`src/rtl/ex_stage_pipe.sv`:
```
// Execute-stage slice: ID/EX register, operand bypass, load-use stall detect,
// ALU with carry/zero flags, and the EX/MEM register.
module ex_stage_pipe #(
  parameter int WORD_LEN  = 8,
  parameter int RID_LEN   = 3,
  parameter int SHAMT_LEN = $clog2(WORD_LEN)
) (
  input  logic                clk,
  input  logic                rst,
  input  logic                id_valid,
  input  logic [3:0]          id_op,
  input  logic [RID_LEN-1:0]  id_rs1,
  input  logic [RID_LEN-1:0]  id_rs2,
  input  logic [RID_LEN-1:0]  id_rd,
  input  logic [WORD_LEN-1:0] id_rs1_data,
  input  logic [WORD_LEN-1:0] id_rs2_data,
  input  logic [WORD_LEN-1:0] id_imm,
  input  logic [1:0]          id_src2_sel,
  input  logic                id_mem_read,
  input  logic                id_mem_write,
  input  logic                id_rf_write_en,
  input  logic                id_flag_en,
  input  logic                flush,
  output logic                id_stall,
  input  logic                wb_valid,
  input  logic                wb_write_en,
  input  logic [RID_LEN-1:0]  wb_rd,
  input  logic [WORD_LEN-1:0] wb_data,
  output logic                em_valid,
  output logic                em_mem_read,
  output logic                em_mem_write,
  output logic                em_rf_write_en,
  output logic [WORD_LEN-1:0] em_alu_out,
  output logic [WORD_LEN-1:0] em_store_data,
  output logic [RID_LEN-1:0]  em_rd,
  output logic                c_flag,
  output logic                z_flag
);

  typedef struct packed {
    logic                valid;
    logic [3:0]          op;
    logic [RID_LEN-1:0]  rs1;
    logic [RID_LEN-1:0]  rs2;
    logic [RID_LEN-1:0]  rd;
    logic [WORD_LEN-1:0] rs1_data;
    logic [WORD_LEN-1:0] rs2_data;
    logic [WORD_LEN-1:0] imm;
    logic [1:0]          src2_sel;
    logic                mem_read;
    logic                mem_write;
    logic                rf_write_en;
    logic                flag_en;
  } idex_t;

  idex_t ie, id_bundle;

  always_comb begin
    id_bundle             = '0;
    id_bundle.valid       = id_valid;
    id_bundle.op          = id_op;
    id_bundle.rs1         = id_rs1;
    id_bundle.rs2         = id_rs2;
    id_bundle.rd          = id_rd;
    id_bundle.rs1_data    = id_rs1_data;
    id_bundle.rs2_data    = id_rs2_data;
    id_bundle.imm         = id_imm;
    id_bundle.src2_sel    = id_src2_sel;
    id_bundle.mem_read    = id_valid & id_mem_read;
    id_bundle.mem_write   = id_valid & id_mem_write;
    id_bundle.rf_write_en = id_valid & id_rf_write_en;
    id_bundle.flag_en     = id_valid & id_flag_en;
  end

  // rs2 only matters for the hazard when it is actually read (ALU operand or store data)
  assign id_stall = ie.valid & ie.mem_read & id_valid &
                    ((ie.rd == id_rs1) |
                     ((ie.rd == id_rs2) & ((id_src2_sel == 2'd0) | id_mem_write)));

  always_ff @(posedge clk) begin
    if (!rst)                  ie <= '0;
    else if (flush || id_stall) ie <= '0;
    else                       ie <= id_bundle;
  end

  logic em_fwd_ok;
  logic [WORD_LEN-1:0] fwd_a, fwd_b;

  // a load's EX/MEM value is an address, not the loaded data, so it never bypasses
  assign em_fwd_ok = em_valid & em_rf_write_en & ~em_mem_read;

  always_comb begin
    fwd_a = ie.rs1_data;
    if (em_fwd_ok && em_rd == ie.rs1)                     fwd_a = em_alu_out;
    else if (wb_valid && wb_write_en && wb_rd == ie.rs1)  fwd_a = wb_data;
    fwd_b = ie.rs2_data;
    if (em_fwd_ok && em_rd == ie.rs2)                     fwd_b = em_alu_out;
    else if (wb_valid && wb_write_en && wb_rd == ie.rs2)  fwd_b = wb_data;
  end

  logic [WORD_LEN-1:0]  op_b, b_add, alu_res;
  logic [SHAMT_LEN-1:0] s;
  logic                 cin, alu_c;
  logic [WORD_LEN:0]    sum, shl_t, shr_t;

  always_comb begin
    case (ie.src2_sel)
      2'd0:    op_b = fwd_b;
      2'd1:    op_b = ie.imm;
      2'd2:    op_b = {{(WORD_LEN-SHAMT_LEN){1'b0}}, ie.imm[SHAMT_LEN-1:0]};
      default: op_b = '0;
    endcase
    s     = op_b[SHAMT_LEN-1:0];
    b_add = (ie.op == 4'd2 || ie.op == 4'd3) ? ~op_b : op_b;
    case (ie.op)
      4'd1, 4'd3: cin = c_flag;
      4'd2:       cin = 1'b1;
      default:    cin = 1'b0;
    endcase
    sum   = {1'b0, fwd_a} + {1'b0, b_add} + {{WORD_LEN{1'b0}}, cin};
    // the extra bit catches the last bit shifted out; it is 0 when s == 0
    shl_t = {1'b0, fwd_a} << s;
    shr_t = {fwd_a, 1'b0} >> s;
    alu_c = 1'b0;
    case (ie.op)
      4'd0, 4'd1, 4'd2, 4'd3: begin alu_res = sum[WORD_LEN-1:0]; alu_c = sum[WORD_LEN]; end
      4'd4:  alu_res = fwd_a & op_b;
      4'd5:  alu_res = fwd_a | op_b;
      4'd6:  alu_res = fwd_a ^ op_b;
      4'd7:  alu_res = fwd_a & ~op_b;
      4'd8:  begin alu_res = shl_t[WORD_LEN-1:0]; alu_c = shl_t[WORD_LEN]; end
      4'd9:  begin alu_res = shr_t[WORD_LEN:1];   alu_c = shr_t[0]; end
      4'd10: alu_res = (fwd_a << s) | (fwd_a >> (WORD_LEN - int'(s)));
      4'd11: alu_res = (fwd_a >> s) | (fwd_a << (WORD_LEN - int'(s)));
      4'd12: alu_res = op_b;
      default: alu_res = '0;
    endcase
  end

  always_ff @(posedge clk) begin
    if (!rst) begin
      c_flag <= 1'b0;
      z_flag <= 1'b0;
    end else if (ie.valid && ie.flag_en) begin
      c_flag <= alu_c;
      z_flag <= ~|alu_res;
    end
  end

  always_ff @(posedge clk) begin
    if (!rst) begin
      em_valid       <= 1'b0;
      em_mem_read    <= 1'b0;
      em_mem_write   <= 1'b0;
      em_rf_write_en <= 1'b0;
      em_alu_out     <= '0;
      em_store_data  <= '0;
      em_rd          <= '0;
    end else begin
      em_valid       <= ie.valid;
      em_mem_read    <= ie.valid & ie.mem_read;
      em_mem_write   <= ie.valid & ie.mem_write;
      em_rf_write_en <= ie.valid & ie.rf_write_en;
      em_alu_out     <= alu_res;
      em_store_data  <= fwd_b;
      em_rd          <= ie.rd;
    end
  end

endmodule

```
`config.mk`:
```
export PLATFORM = sky130hd
export DESIGN_NAME = ex_stage_pipe
export DESIGN_NICKNAME = d
export VERILOG_FILES = /design/src/rtl/ex_stage_pipe.sv
export SDC_FILE = /design/constraint.sdc
export NUM_CORES = 1
export LEC_CHECK = 0
export ABC_CLOCK_PERIOD_IN_PS = 13300
export CORE_MARGIN = 2
export CORE_UTILIZATION = 55
export CTS_CLUSTER_SIZE = 40
export DETAILED_ROUTE_END_ITERATION = 8
export GPL_ROUTABILITY_DRIVEN = 0
export PLACE_DENSITY = 0.8
export SLEW_MARGIN = 5
export SYNTH_ARGS = -nofsm -noshare
export SYNTH_HDL_FRONTEND = slang
export SYNTH_SLANG_ARGS = --single-unit
```
`constraint.sdc`:
```
create_clock -name clk -period 13.3 [get_ports clk]
set_input_delay 3.99 -clock clk [delete_from_list [all_inputs] [get_ports clk]]
set_output_delay 3.99 -clock clk [all_outputs]
set_load 0.05 [all_outputs]
```
==> results.py, run 1 <==
metrics = {
    "global_routing": {
        "grt_overflow": 0,
        "grt_pass1_wl_um": 23300,
        "grt_max_degree": 45,
        "grt_usage_pct": 30.5,
        "antenna_found_initial": 0,
        "grt_pass1_vias": 4640,
    },
    "logic_synthesis": {
        "synth-main-ff-cell": "dfxtp_1",
        "synthDominantCellAreaShare_pct": 28.8,
        "synth_seq_area_share_pct": 28.8,
        "netlist_instances": 592,
        "synth_nets": 672,
        "synth_seq_cells": 69,
        "yosys.area.top_type": "dfxtp_1",
        "synth_edf_count": 0,
        "syn_avg_cell_area_um2": 8.10,
        "syn_area_um2": 4790,
        "yosysWarnings": 0,
        "netlist_top_cells_count": "dfxtp_1 (69), nand2_1 (57), and2_1 (50)",
        "synth_cell_types": 70,
        "synthTopCellsByArea": "dfxtp_1 (29%), and2_1 (6.5%), xnor2_1 (5.3%), mux2i_1 (4.8%), ha_1 (4.7%)",
        "ys_async_sr_fraction_pct": 0,
        "yosysMostFrequentCell": "dfxtp_1",
    },
    "clocking": {
        "ctsHoldBuffers": 0,
        "cts_htree_levels": 3,
        "post_cts_resized": 0,
        "clock-sinks": 69,
        "clk-insertion-delay-late_ns": 0.34,
        "cts_root_buf": "clkbuf_8",
        "clk_pin_slew_ns": 0.08,
        "cts_setup_buffers": 0,
        "cts_tree": "yes",
        "cts-buffers-inserted": 9,
        "clockBufferDepth": 2,
    },
    "timing": {
        "max_freq_mhz": 102,
        "slew_viol_final": 0,
        "period_share_pct": 73.8,
        "hold_slack_ns": 0.460,
        "rsz0062_at_grt": "no",
        "tightest_slew_ns": 0.945,
        "setup_violations": 0,
        "hold_viol": 0,
        "timing.setup.tns_ns": 0,
        "worst_slack_ns": 3.49,
        "layout_min_cycle_time_ns": 9.81,
        "finalClockSkew_ns": 0.00788,
        "slew_headroom_pct": 37.0,
    },
    "job": {
        "drv_cap": 0,
    },
    "layout": {
        "finalNetCount": 745,
        "finalInstanceArea_um2": 5850,
        "fillerInstances": 716,
        "fin_cells": 778,
        "post-route-util_pct": 68.1,
        "area_delta_synth_final_pct": 22.0,
        "drive_gt1_share_pct": 6.87,
        "diodes": 0,
    },
    "setup_path": {
        "cp_slowest_stage_delay_ns": 0.85,
        "r2r_slack_ns": 7.96,
        "cp.required_ns": 9.31,
        "r2r_start": "ie[35]$_SDFF_PP0_",
        "worstPathCellList": "clkdlybuf4s50_1 -> xnor2_1 -> o2111ai_1 -> a21oi_1 -> clkdlybuf4s50_1",
        "critPathLaunchType": "primary input",
        "end_kind": "output port",
        "cp_max_fo": 2,
        "cp.arrival_ns": 5.82,
        "slowest_stage": "clkdlybuf4s50_1",
        "critPathKind": "in2out",
        "reg2reg_depth": 12,
        "path_common_cell": "clkdlybuf4s50_1",
        "rr_endpoint": "z_flag$_SDFFE_PN0P_",
    },
    "routing": {
        "num_vias": 4838,
        "drt-wirelength-per-cell_um": 18.6,
        "drtIter0Drc": 428,
        "ant_nets": 0,
        "drt_wl_total_um": 14400,
        "drtPass1Iterations": 7,
        "viasPerCell": 6.22,
        "drc": 0,
    },
    "floorplanning": {
        "placeableCoreArea_um2": 8590,
        "io_pins": 86,
        "chipWidth_um": 97.4,
        "num_rows": 34,
        "start_util_pct": 55.8,
        "fp.dieArea_um2": 9480,
        "die_h_um": 97.4,
    },
    "hold_path": {
        "hp-class": "reg2reg",
        "hold_path_startpoint": "ie[1]$_SDFF_PP0_",
        "whs_path_depth": 1,
        "hold_end": "em_rf_write_en$_SDFF_PN0_",
    },
    "power_and_ir_drop": {
        "p_leak_nw": 2.31,
        "ir_drop_v": 0.0000630,
        "power_density_nw_per_um2": 88.8,
        "total_power_mw": 0.520,
    },
    "place": {
        "hpwl_um": 10900,
        "portBuffers": 85,
        "place_area_um2": 5680,
        "dp.cells": 762,
        "dp_slack_ns": 3.50,
    },
    "run_status": {
        "outcome": "complete, no violations",
    },
}
## sequential cells by signal (all words and copies together) (netlist names)
signal	count
em_mem_write	1
em_valid	1
em_rd	3
c_flag	1
em_alu_out	8
z_flag	1
em_store_data	8
em_rf_write_en	1
ie	44
em_mem_read	1
## cells in the final DEF, fill, tap and decap left out, drive strengths merged, types with 4 or more instances in the layout
cell type	count
o21ai	28
nand3	24
mux2i	25
a211oi	6
nor4	8
mux2	4
clkdlybuf4s50	85
nand2b	10
clkinv	4
a31oi	7
a32oi	6
nand2	58
clkbuf	9
a22oi	4
ha	18
nor2	47
and2	51
nand4	8
xor2	9
nor3	16
inv	17
dfxtp	69
xnor2	29
and3	16
a221o	4
a21oi	31
nor2b	15
o31ai	6
buf	6
## worst max-delay path: cells and delay by family
family / cells / cell delay, ns
buf+inv: 2 / 1.34
compound gates: 2 / 0.35
xor+xnor: 1 / 0.13
## kinds of logic (layout without fill, tap and decap cells)
| kind of cell | count (synthesis) | count (layout) | share of synthesized area, % |
|---|---|---|---|
| AOI/OAI and AO/OA | 123 | 123 | 17.6 |
| and+or+nand+nor | 265 | 265 | 28.9 |
| xor gates and xnor gates | 38 | 38 | 6.94 |
| adders and majority gates | 20 | 20 | 5.53 |
| muxes | 31 | 31 | 7.44 |
| DFF | 69 | 69 | 28.8 |
| buffers and inverters | 46 | 124 | 4.72 |
## layer usage
metal | vias up | part of all wire (%) | global-route usage [%]
li1 | 2259 | - | -
met1 | 2221 | 40 | 38.3
met2 | 302 | 46 | 49.4
met3 | 56 | 11 | 8.63
met4 | 0 | 3.9 | 12.1
met5 | - | 0 | 0
## power by group
group	switching [mW]	internal [mW]	leakage, nW
clock	0.0833	0.0678	0.0816
sequential	0.00708	0.215	0.565
combinational	0.0849	0.0609	1.67
## worst max path at each step
stage	slack [ns]	start	endpoint
after floorplan	4.25	id_rs2[0]	id_stall
after global placement	3.51	id_rs2[0]	id_stall
after detailed placement	3.50	id_rs2[0]	id_stall
after CTS	3.49	id_rs2[0]	id_stall
after global routing	3.38	id_rs2[0]	id_stall
final	3.49	id_rs2[0]	id_stall
## cell type report
class                           count  area, µm²  area share (%)
Multi-Input combinational cell    477       3200            54.7
Sequential cell                    69       1380            23.6
Timing Repair Buffer               91        896            15.3
Tap cell                          108        135            2.31
Clock buffer                        9        124            2.12
Inverter                           17       63.8            1.09
Clock inverter                      7       50.0           0.855
Power figures use the tool's default switching activity.
==> inputs of run 2 (changes only) <==
--- a/config.mk
+++ b/config.mk
@@ -5,13 +5,13 @@
 export SDC_FILE = /design/constraint.sdc
 export NUM_CORES = 1
 export LEC_CHECK = 0
-export ABC_CLOCK_PERIOD_IN_PS = 13300
+export ABC_CLOCK_PERIOD_IN_PS = 9150
 export CORE_MARGIN = 2
-export CORE_UTILIZATION = 55
+export CORE_UTILIZATION = 54
 export CTS_CLUSTER_SIZE = 40
 export DETAILED_ROUTE_END_ITERATION = 8
 export GPL_ROUTABILITY_DRIVEN = 0
-export PLACE_DENSITY = 0.8
+export PLACE_DENSITY = 0.79
 export SLEW_MARGIN = 5
 export SYNTH_ARGS = -nofsm -noshare
 export SYNTH_HDL_FRONTEND = slang
==> constraint.sdc (replaced) <==
create_clock -name clk -period 9.15 [get_ports clk]
set_input_delay 2.745 -clock clk [delete_from_list [all_inputs] [get_ports clk]]
set_output_delay 2.745 -clock clk [all_outputs]
set_load 0.05 [all_outputs]
==> run 2 against run 1 <==
Non-clock buffer count grew 2. Routed wire length rose by 2.7%. Power up 63%. Via count is 2.0% higher. Critical path depth is 14 higher. First-iteration DRC count up 35%. Global-route usage is 0.35 points higher.
==> results.py, run 2 (same netlist as run 1, synthesis figures left out) <==
metrics = {
    "setup_path": {
        "cp.required_ns": 9.42,
        "worstSetupPathDepth": 19,
        "cp.arrival_ns": 8.07,
        "crit_buf_inv": 2,
        "critPathKind": "in2reg",
        "r2r_start": "em_mem_read$_SDFF_PN0_",
        "end_kind": "flip-flop",
        "cp_slowest_stage_delay_ns": 0.94,
        "rr_endpoint": "z_flag$_SDFFE_PN0P_",
        "worstPathCellList": "clkdlybuf4s50_1 -> xor2_1 -> or4_1 -> a211oi_2 -> o31ai_4 -> xnor2_1 -> fa_1 -> inv_1 -> fa_1 -> a21o_1 -> a21oi_1 -> xnor2_1 -> a221o_1 -> a31oi_1 -> nand3_1 -> a221o_1 -> a211oi_2 -> nand4_1 -> o31ai_2",
        "critPathLaunchType": "primary input",
        "critPathTopFamily": "compound AO/OA/AOI/OAI gates",
        "reg2reg_depth": 18,
        "cp_max_fo": 21,
        "slowest_stage": "o31ai_4",
        "r2r_slack_ns": 3.89,
    },
    "clocking": {
        "clockBufferDepth": 2,
        "cts_htree_levels": 3,
        "cts-buffers-inserted": 9,
        "ctsHoldBuffers": 0,
        "cts_root_buf": "clkbuf_8",
        "cts_tree": "yes",
        "clk_pin_slew_ns": 0.08,
        "post_cts_resized": 0,
        "clk-insertion-delay-late_ns": 0.35,
        "clock-sinks": 69,
        "cts_setup_buffers": 0,
    },
    "layout": {
        "finalNetCount": 747,
        "area_delta_synth_final_pct": 23.9,
        "diodes": 0,
        "regMostFlops": "ie",
        "reg_top3": "ie: 44 flops, em_alu_out: 8 flops, em_store_data: 8 flops",
        "post-route-util_pct": 68.4,
        "fillerInstances": 705,
        "largest_reg_flops": 44,
        "drive_gt1_share_pct": 6.99,
        "mostFrequentLayoutCell": "clkdlybuf4s50_1",
        "final_cell_mix": "clkdlybuf4s50_1 (85), dfxtp_1 (69), nand2_1 (57)",
    },
    "hold_path": {
        "whs_path_depth": 1,
        "hold_path_startpoint": "ie[1]$_SDFF_PP0_",
        "hold_end": "em_rf_write_en$_SDFF_PN0_",
        "hp-class": "reg2reg",
    },
    "global_routing": {
        "grt_pass1_wl_um": 23900,
        "antenna_found_initial": 0,
        "grt_max_degree": 36,
        "grt_pass1_vias": 4768,
        "grt_usage_pct": 30.8,
        "grt_overflow": 0,
    },
    "floorplanning": {
        "fp.dieArea_um2": 9650,
        "chipWidth_um": 98.2,
        "placeableCoreArea_um2": 8680,
        "start_util_pct": 55.2,
        "die_h_um": 98.2,
        "io_pins": 86,
        "num_rows": 34,
    },
    "run_status": {
        "outcome": "complete, no violations",
    },
    "timing": {
        "period_share_pct": 85.2,
        "hold_viol": 0,
        "layout_min_cycle_time_ns": 7.80,
        "max_freq_mhz": 128,
        "timing.setup.tns_ns": 0,
        "tightest_slew_ns": 1.10,
        "finalClockSkew_ns": 0.0141,
        "setup_violations": 0,
        "slew_headroom_pct": 26.5,
        "slew_viol_final": 0,
        "rsz0062_at_grt": "no",
    },
    "routing": {
        "drt_wl_total_um": 14800,
        "drtPass1Iterations": 6,
        "drtIter0Drc": 576,
        "ant_nets": 0,
        "num_vias": 4937,
        "drt-wirelength-per-cell_um": 19.0,
        "drc": 0,
        "viasPerCell": 6.33,
    },
    "place": {
        "portBuffers": 85,
        "hpwl_um": 11500,
    },
    "job": {
        "drv_cap": 0,
    },
    "power_and_ir_drop": {
        "power_density_nw_per_um2": 143,
        "p_leak_nw": 2.36,
        "ir_drop_v": 0.000109,
    },
}
-- run 2: per-stage QoR --
step | setup slack (ns) | total power, mW | cells | area, µm² | hold slack, ns
2_1_floorplan | 2.27 | 0.466 | 592 | 4790 | 0.437
3_3_place_gp | 1.39 | 0.535 | 764 | 5690 | 0.439
3_5_place_dp | 1.17 | 0.540 | 764 | 5690 | 0.459
4_1_cts | 1.54 | 0.846 | 780 | 5940 | 0.478
5_1_grt | 1.13 | 0.880 | 780 | 5940 | 0.482
6_report | 1.35 | 0.849 | 780 | 5940 | 0.474
-- run 2: worst register-to-register path, delay by kind of cell (launching register included) --
| kind | cells | cell delay (ns) |
|---|---|---|
| DFF | 1 | 0.31 |
| xor gates and xnor gates | 2 | 0.37 |
| adders and majority gates | 2 | 0.62 |
| buffers and inverters | 1 | 0.06 |
| and+or+nand+nor | 4 | 1.09 |
| AOI/OAI and AO/OA | 9 | 2.74 |
-- run 2: report_power, final --
group          internal (mW)  switching, mW
Combinational         0.0897          0.126
Clock                  0.190          0.119
Sequential             0.313         0.0103
Total                  0.593          0.256
-- run 2: how the worst max path moves through the flow --
| stage | start | end |
|---|---|---|
| 3_3_place_gp | wb_rd[0] | z_flag$_SDFFE_PN0P_ |
| 2_1_floorplan | wb_rd[2] | z_flag$_SDFFE_PN0P_ |
| 3_5_place_dp | wb_rd[1] | z_flag$_SDFFE_PN0P_ |
| 4_1_cts | wb_rd[1] | z_flag$_SDFFE_PN0P_ |
| 6_report | wb_rd[1] | z_flag$_SDFFE_PN0P_ |
| 5_1_grt | wb_rd[2] | z_flag$_SDFFE_PN0P_ |
-- run 2: cell type report --
class	instances	area [µm²]	area share (%)
timing repair buffer	93	911	15.3
multi-input combinational	477	3200	53.9
clock inverter	5	106	1.79
tap	108	135	2.28
sequential	69	1380	23.3
clock buffer	11	141	2.38
inverter	17	63.8	1.07
-- run 2: metal layers --
metal	GRT usage [%]	vias to the layer above	part of all wire, %
met2	49.6	372	45
met4	14.3	0	5.2
met1	38.8	2206	38
met5	0	-	0
li1	-	2269	-
met3	8.02	90	12
==> inputs of run 3 (changes only) <==
--- a/config.mk
+++ b/config.mk
@@ -5,13 +5,13 @@
 export SDC_FILE = /design/constraint.sdc
 export NUM_CORES = 1
 export LEC_CHECK = 0
-export ABC_CLOCK_PERIOD_IN_PS = 9150
+export ABC_CLOCK_PERIOD_IN_PS = 6310
 export CORE_MARGIN = 2
-export CORE_UTILIZATION = 54
+export CORE_UTILIZATION = 48
 export CTS_CLUSTER_SIZE = 40
 export DETAILED_ROUTE_END_ITERATION = 8
 export GPL_ROUTABILITY_DRIVEN = 0
-export PLACE_DENSITY = 0.79
+export PLACE_DENSITY = 0.74
 export SLEW_MARGIN = 5
 export SYNTH_ARGS = -nofsm -noshare
 export SYNTH_HDL_FRONTEND = slang
==> constraint.sdc (replaced) <==
create_clock -name clk -period 6.31 [get_ports clk]
set_input_delay 1.893 -clock clk [delete_from_list [all_inputs] [get_ports clk]]
set_output_delay 1.893 -clock clk [all_outputs]
set_load 0.05 [all_outputs]
==> run 3 against run 2 <==
Critical path depth is 3 lower. Flip-flop and latch count unchanged. Routed wire length grew 8.9%. Critical endpoint unchanged. Global-route usage decreased by 1.1 points. Cell count up 7.8%. Clock skew up 0.0046 ns. Sequential share of layout area decreased by 1.2 points. Setup slack worse by 1.1 ns. Core utilization fell by 4.0 points.
==> results.py, run 3 (same netlist as run 1, synthesis figures left out) <==
metrics = {
    "routing": {
        "drtIter0Drc": 400,
        "ant_nets": 0,
        "dr_wl_met3_um": 1810,
        "viasPerCell": 5.98,
        "drt_wl_total_um": 16100,
        "drt-wirelength-per-cell_um": 19.2,
        "wl_met2_um": 7670,
        "drtPass1Iterations": 5,
        "num_vias": 5030,
        "top_layer": "met4",
        "wl_met1_um": 6070,
        "drc": 0,
    },
    "clocking": {
        "cts_root_buf": "clkbuf_8",
        "cts-buffers-inserted": 9,
        "clk-insertion-delay-late_ns": 0.35,
        "clk_pin_slew_ns": 0.08,
        "clockBufferDepth": 2,
        "cts_htree_levels": 3,
        "cts_tree": "yes",
        "clock-sinks": 69,
        "cts_setup_buffers": 0,
        "ctsHoldBuffers": 0,
    },
    "layout": {
        "multi_input_area_um2": 3240,
        "drive_gt1_share_pct": 12.6,
        "mostFrequentLayoutCell": "clkdlybuf4s50_1",
        "fillerInstances": 856,
        "reg_top3": "ie: 44 flops, em_alu_out: 8 flops, em_store_data: 8 flops",
        "finalNetCount": 783,
        "area_delta_synth_final_pct": 30.8,
        "largest_reg_flops": 44,
        "seq_area_um2": 1380,
        "finalInstanceArea_um2": 6270,
        "final_cell_mix": "clkdlybuf4s50_1 (85), dfxtp_1 (69), nand2_1 (57)",
        "regMostFlops": "ie",
        "fin_cells": 841,
        "post-route-util_pct": 64.5,
        "diodes": 0,
    },
    "timing": {
        "max_freq_mhz": 164,
        "slew_viol_final": 0,
        "hold_slack_ns": 0.471,
        "tightest_slew_ns": 1.04,
        "hold_viol": 0,
        "slew_headroom_pct": 30.5,
        "layout_min_cycle_time_ns": 6.09,
        "worst_slack_ns": 0.218,
        "finalClockSkew_ns": 0.0187,
        "period_share_pct": 96.5,
        "setup_violations": 0,
        "rsz0062_at_grt": "no",
        "timing.setup.tns_ns": 0,
    },
    "power_and_ir_drop": {
        "pwr-share-seq_pct": 37.5,
        "comb_power_share_pct": 27.8,
        "p_leak_nw": 2.54,
        "power_density_nw_per_um2": 201,
        "total_power_mw": 1.26,
        "p_sw_share_pct": 30.8,
        "switching_power_mw": 0.387,
        "clock_power_share_pct": 34.7,
        "internal-power_mw": 0.871,
        "ir_drop_v": 0.000190,
    },
    "setup_path": {
        "cp.arrival_ns": 6.35,
        "path_common_cell": "buf_4",
        "cp_max_fo": 20,
        "cp.required_ns": 6.57,
        "critPathKind": "in2reg",
        "slowest_stage": "a2111oi_0",
        "end_kind": "flip-flop",
        "cp_slowest_stage_delay_ns": 0.57,
        "critPathLaunchType": "primary input",
        "worstPathCellList": "clkdlybuf4s50_1 -> xor2_1 -> buf_4 -> nor4_2 -> a211oi_4 -> o31ai_4 -> buf_4 -> clkinv_1 -> ha_1 -> buf_4 -> nor2_1 -> a221o_1 -> a2111oi_0 -> buf_4 -> nand2_1 -> o31ai_2",
        "reg2reg_depth": 14,
    },
    "place": {
        "portBuffers": 85,
        "place_area_um2": 5990,
        "hpwl_um": 12300,
        "dp.cells": 825,
        "dp_slack_ns": -0.231,
    },
    "floorplanning": {
        "placeableCoreArea_um2": 9730,
        "fp.dieArea_um2": 10800,
        "num_rows": 36,
        "start_util_pct": 49.3,
        "die_h_um": 104,
        "chipWidth_um": 104,
        "io_pins": 86,
    },
    "global_routing": {
        "antenna_found_initial": 0,
        "grt_pass1_vias": 5035,
        "grt_max_degree": 32,
        "grt_pass1_wl_um": 25600,
        "grt_usage_pct": 29.7,
        "grt_overflow": 0,
    },
    "hold_path": {
        "hp-class": "reg2reg",
        "whs_path_depth": 1,
    },
    "run_status": {
        "outcome": "complete, no violations",
    },
    "job": {
        "drv_cap": 0,
    },
}
## run 3: worst max-delay path, delay by kind of cell
kind	cells	cell delay, ns
XOR/XNOR	1	0.17
buffers and inverters	6	1.73
adder cells (fa/ha/maj)	1	0.38
AO/OA/AOI/OAI	5	1.56
AND/OR/NAND/NOR	3	0.58
## run 3: routing by layer
| layer | vias up | track usage [%] |
|---|---|---|
| li1 | 2336 | - |
| met1 | 2315 | 34.8 |
| met4 | 0 | 12.2 |
| met3 | 57 | 9.09 |
| met2 | 322 | 50.6 |
| met5 | - | 0 |
## run 3: repair_timing
| item | 4_1_cts | 5_1_grt |
|---|---|---|
| endpoints found under the hold margin | 0 | 0 |
| setup endpoints to repair | 0 | 3 |
| resized for setup | 0 | 8 |
## run 3: power by group through the flow
stage | logic, mW | clock network, mW | registers (mW)
after detailed placement | 0.335 | 0 | 0.481
after global routing | 0.372 | 0.460 | 0.473
final | 0.349 | 0.437 | 0.472
after CTS | 0.337 | 0.441 | 0.471
after floorplan | 0.175 | 0 | 0.501
after global placement | 0.328 | 0 | 0.480
## run 3: final timing paths
kind | startpoint | slack (ns) | endpoint
setup / recovery | wb_rd[2] | 0.22 | z_flag$_SDFFE_PN0P_
hold / removal | ie[2]$_SDFF_PP0_ | 0.47 | em_mem_write$_SDFF_PN0_
setup reg to reg | ie[33]$_SDFF_PP0_ | 1.82 | z_flag$_SDFFE_PN0P_
hold reg to reg | ie[2]$_SDFF_PP0_ | 0.47 | em_mem_write$_SDFF_PN0_
## run 3: layout make-up
class                      instances  area share, %
tap                              133           2.65
sequential                        69           22.0
multi-input combinational        477           51.7
clock inverter                     6           1.78
timing repair buffer             129           18.8
clock buffer                      10           2.04
inverter                          17           1.02
